## src/rtl/add_pipe.sv

```systemverilog
`timescale 1ns/1ps
// Pipelined two's-complement add/sub with carry and overflow. Each stage resolves one SEG-bit segment, so latency is WIDTH/SEG cycles.
// A single global advance holds every stage while a result waits on out_ready, so in_ready = !out_valid || out_ready.
module add_pipe #(
    parameter int WIDTH = 16,
    parameter int SEG   = 4
) (
    input  logic             clk,
    input  logic             reset,
    input  logic             in_valid,
    output logic             in_ready,
    input  logic [WIDTH-1:0] a,
    input  logic [WIDTH-1:0] b,
    input  logic             sub,
    input  logic             cin,
    output logic             out_valid,
    input  logic             out_ready,
    output logic [WIDTH-1:0] out,
    output logic             carry,
    output logic             overflow
);
    localparam int STAGES = WIDTH / SEG;
    localparam int LAST   = STAGES - 1;

    logic advance;

    for (genvar k = 0; k < STAGES; k++) begin : g_stage
        // Operand skew shrinks by one segment per stage; the resolved result grows by one.
        localparam int SRC = WIDTH - k * SEG;
        localparam int RES = (k + 1) * SEG;

        logic           vld_d;
        logic           cy_in;
        logic [SRC-1:0] src_a;
        logic [SRC-1:0] src_b;
        logic [SEG:0]   seg_sum;
        logic [RES-1:0] res_d;
        logic           vld_q;
        logic           cy_q;
        logic [RES-1:0] res_q;

        if (k == 0) begin : g_head
            assign vld_d = in_valid;
            assign src_a = a;
            assign src_b = b ^ {WIDTH{sub}};
            assign cy_in = cin ^ sub;
            assign res_d = seg_sum[SEG-1:0];
        end else begin : g_body
            assign vld_d = g_stage[k-1].vld_q;
            assign src_a = g_stage[k-1].g_skew.opa_q;
            assign src_b = g_stage[k-1].g_skew.opb_q;
            assign cy_in = g_stage[k-1].cy_q;
            assign res_d = {seg_sum[SEG-1:0], g_stage[k-1].res_q};
        end

        assign seg_sum = {1'b0, src_a[SEG-1:0]} + {1'b0, src_b[SEG-1:0]} + {{SEG{1'b0}}, cy_in};

        always_ff @(posedge clk or posedge reset) begin
            if (reset) begin
                vld_q <= 1'b0;
                cy_q  <= 1'b0;
                res_q <= '0;
            end else if (advance) begin
                vld_q <= vld_d;
                cy_q  <= seg_sum[SEG];
                res_q <= res_d;
            end
        end

        if (k < LAST) begin : g_skew
            logic [SRC-SEG-1:0] opa_q;
            logic [SRC-SEG-1:0] opb_q;

            always_ff @(posedge clk or posedge reset) begin
                if (reset) begin
                    opa_q <= '0;
                    opb_q <= '0;
                end else if (advance) begin
                    opa_q <= src_a[SRC-1:SEG];
                    opb_q <= src_b[SRC-1:SEG];
                end
            end
        end else begin : g_tail
            logic ovf_q;

            // Carry into the MSB is recovered as a^b^sum at that bit position.
            always_ff @(posedge clk or posedge reset) begin
                if (reset) begin
                    ovf_q <= 1'b0;
                end else if (advance) begin
                    ovf_q <= src_a[SEG-1] ^ src_b[SEG-1] ^ seg_sum[SEG-1] ^ seg_sum[SEG];
                end
            end
        end
    end

    assign out_valid = g_stage[LAST].vld_q;
    assign out       = g_stage[LAST].res_q;
    assign carry     = g_stage[LAST].cy_q;
    assign overflow  = g_stage[LAST].g_tail.ovf_q;
    assign advance   = !out_valid || out_ready;
    assign in_ready  = advance;

endmodule

```

## config.mk

```make
export PLATFORM = sky130hd
export DESIGN_NAME = add_pipe
export DESIGN_NICKNAME = d
export VERILOG_FILES = /design/src/rtl/add_pipe.sv
export SDC_FILE = /design/constraint.sdc
export NUM_CORES = 1
export LEC_CHECK = 0
export BUFFER_PORTS_ARGS = -buffer_cell sky130_fd_sc_hd__buf_2
export CAP_MARGIN = 5
export CORE_MARGIN = 3
export CORE_UTILIZATION = 44
export CTS_BUF_LIST = sky130_fd_sc_hd__clkbuf_4
export CTS_CLUSTER_DIAMETER = 40
export DETAILED_ROUTE_END_ITERATION = 16
export GPL_ROUTABILITY_DRIVEN = 0
export SLEW_MARGIN = 10
export SYNTH_ARGS = -nofsm -noshare
export SYNTH_HDL_FRONTEND = slang
export SYNTH_SLANG_ARGS = --single-unit
```

## constraint.sdc

```tcl
create_clock -name clk -period 10.3 [get_ports clk]
set_input_delay 3.09 -clock clk [delete_from_list [all_inputs] [get_ports clk]]
set_output_delay 3.09 -clock clk [all_outputs]
set_load 0.01 [all_outputs]
```

==> results_dict.tcl <==
set metrics [dict create \
    area_growth_pct 10.3 \
    cellLeakagePower_uw 0.00249 \
    intPower_uw 804 \
    start_util 0.457 \
    drt_wl_total_um 7320 \
    cts-resized-gates 0 \
    yosysSeqAreaShare 0.567 \
    grt_pass1_vias 2848 \
    globalRoute.totalOverflow 0 \
    critical_path_class "primary input to primary output" \
    viasPerCell 4.54 \
    finalMaxSlewViolations 0 \
    p_per_area_nw_per_um2 277 \
    met2_usage 0.219 \
    yosysWarnings 0 \
    port_buffers 57 \
    root_buffer "clkbuf_4" \
    clkTransAtPathRegs_ns 0.15 \
    skew_ns 0.0199 \
    use_met1 0.200 \
    worstMarginPinSlew_ns 0.866 \
    switching_share 0.385 \
    grt_pass1_wl_um 12900 \
    cp-startpoint "out_ready" \
    numCtsBuffers 9 \
    power.switching_uw 504 \
    cts_sinks 97 \
    first_pass_iters 4 \
    r2r_setup_slack_ns 8.25 \
    cts_tree "built" \
    avgSynthCellArea_um2 9.50 \
    fp-row-count 35 \
    seqPwrFrac 0.490 \
    rr_worst_depth 6 \
    crit_fanout 16 \
    synth_fp_nets 509 \
    required_ns 7.21 \
    grt_max_degree 95 \
    die_y_um 105 \
    finalSetupViolations 0 \
    synth_area_um2 4280 \
    die_x_um 105 \
    r2r-end "overflow" \
    synth_cell_types 21 \
    route.detailed.drc 0 \
    syn_inst 451 \
    clk_latency_ns 0.45 \
    cts_buffer_depth 2 \
    use_met3 0.0303 \
    endpoint_kind "primary output" \
    wl_per_cell_um 11.6 \
    post_cts_buffers 0 \
    worstReg2RegStart "g_stage[2].cy_q" \
    p_clk_frac 0.144 \
    combinationalPowerShare 0.366 \
    cp_data_arrival_time_ns 3.81 \
    antenna_left 0 \
    antenna_found_initial 0 \
    max_cap_violations 0 \
    post_route_cells_drive_above_1_share 0.161 \
    outcome "finished, final reports clean" \
    dp_slack_ns 3.39 \
    min_path_type "flop to flop" \
    grt_usage 0.143 \
    vias 2871 \
    rsz0062_at_grt "no" \
    nets 557 \
    cts_max_level 3 \
    place_hpwl_um 4690 \
    io_pins 58 \
    setup_slack_ns 3.40 \
    fin_crit_ns 6.90 \
    drtIter0Drc 85 \
    start_kind "primary input" \
    fmax_mhz 145 \
    endpoint "in_ready" \
    finalCritPeriodShare 0.670 \
    relSlewSlack 0.423 \
    ir_drop_v 0.0000879 \
    ys_seq_elements 97 \
    final_cell_mix "226 x nand2_1, 97 x dfrtp_1, 57 x buf_2" \
    final.setup.tns_ns 0 \
    ctsHoldBuffers 0 \
    core_um2 9370 \
    layout_commonest_cell "nand2_1" \
    busiest_layer "met2" \
    die_area_um2 11000 \
    diodes 0 \
    final_hold_viol_count 0 \
]
synthesized netlist by cell type:
cell type | n | area share
a21o_1 | 7 | 0.012
ha_1 | 12 | 0.035
nand2_1 | 226 | 0.20
nor2b_1 | 1 | 0.0015
inv_2 | 1 | 0.00088
a21oi_1 | 11 | 0.013
xor2_1 | 9 | 0.018
nor2b_2 | 1 | 0.0020
nand2b_1 | 1 | 0.0015
o21ai_0 | 22 | 0.026
fa_1 | 8 | 0.037
o21ai_1 | 2 | 0.0023
dfrtp_1 | 97 | 0.57
xnor2_1 | 16 | 0.033
buf_2 | 10 | 0.012
buf_4 | 3 | 0.0053
nor2_1 | 7 | 0.0061
buf_6 | 7 | 0.018
clkbuf_1 | 3 | 0.0026
inv_1 | 5 | 0.0044
a21oi_2 | 2 | 0.0041
final cells by class:
type | instances | area (um^2)
Clock inverter | 7 | 58.8
Sequential cell | 97 | 2430
Clock buffer | 9 | 67.6
Inverter | 6 | 25.0
Fill cell | 915 | 4650
Timing Repair Buffer | 60 | 308
Tap cell | 129 | 161
Multi-Input combinational cell | 325 | 1680
metal layers:
layer	vias up	share of wire	wire length [um]
met4	0	0.019	138
met5	-	0	0
met2	51	0.43	3180
met1	1317	0.50	3700
li1	1493	-	-
met3	10	0.042	310
sequential cells by signal (all words and copies together), names as in the netlist:
name and flops:
g_stage.g_skew.opa_q 24, g_stage.g_skew.opb_q 24, g_stage.res_q 24, out 16, g_stage.cy_q 3, g_stage.vld_q 3, carry 1, out_valid 1
overflow 1
cell families after synthesis:
group                    after synthesis  share of synthesized area
AO/OA/AOI/OAI                         44                     0.0573
XOR/XNOR                              25                     0.0511
adder cells (fa/ha/maj)               20                     0.0724
buffers and inverters                 29                     0.0432
flip-flops                            97                      0.567
AND/OR/NAND/NOR                      236                      0.209
how the worst min path moves through the flow:
stage | endpoint | startpoint | cells after the start | slack, ns
2_1_floorplan | g_stage[2].vld_q | g_stage[2].vld_q | 2 | 0.43
3_3_place_gp | out[3] | out[3] | 2 | 0.44
3_5_place_dp | out[3] | out[3] | 2 | 0.45
4_1_cts | out[2] | out[2] | 2 | 0.49
5_1_grt | out[2] | out[2] | 2 | 0.51
6_report | out[2] | out[2] | 2 | 0.48
power by group through the flow:
stage	Combinational [uW]	Sequential [uW]	Clock (uW)
after floorplan	370	650	0
after global placement	478	648	0
after detailed placement	489	654	0
after CTS	492	644	197
after global routing	562	665	214
final	479	641	188
stage by stage:
step / cell area (um^2) / power (uW) / utilization / hold slack, ns / std cells
2_1_floorplan: 4280 / 1020 / - / 0.430 / 451
3_3_place_gp: 4600 / 1130 / 0.491 / 0.444 / 617
3_5_place_dp: 4600 / 1140 / 0.491 / 0.451 / 617
4_1_cts: 4720 / 1330 / 0.504 / 0.486 / 633
5_1_grt: 4720 / 1440 / 0.504 / 0.508 / 633
6_report: 4720 / 1310 / 0.504 / 0.477 / 633
worst max-delay path, stage by stage:
cell     delay [ns]
buf_2          0.11
nor2b_4        0.34
inv_2          0.10
buf_2          0.16
Power figures use the tool's default switching activity.
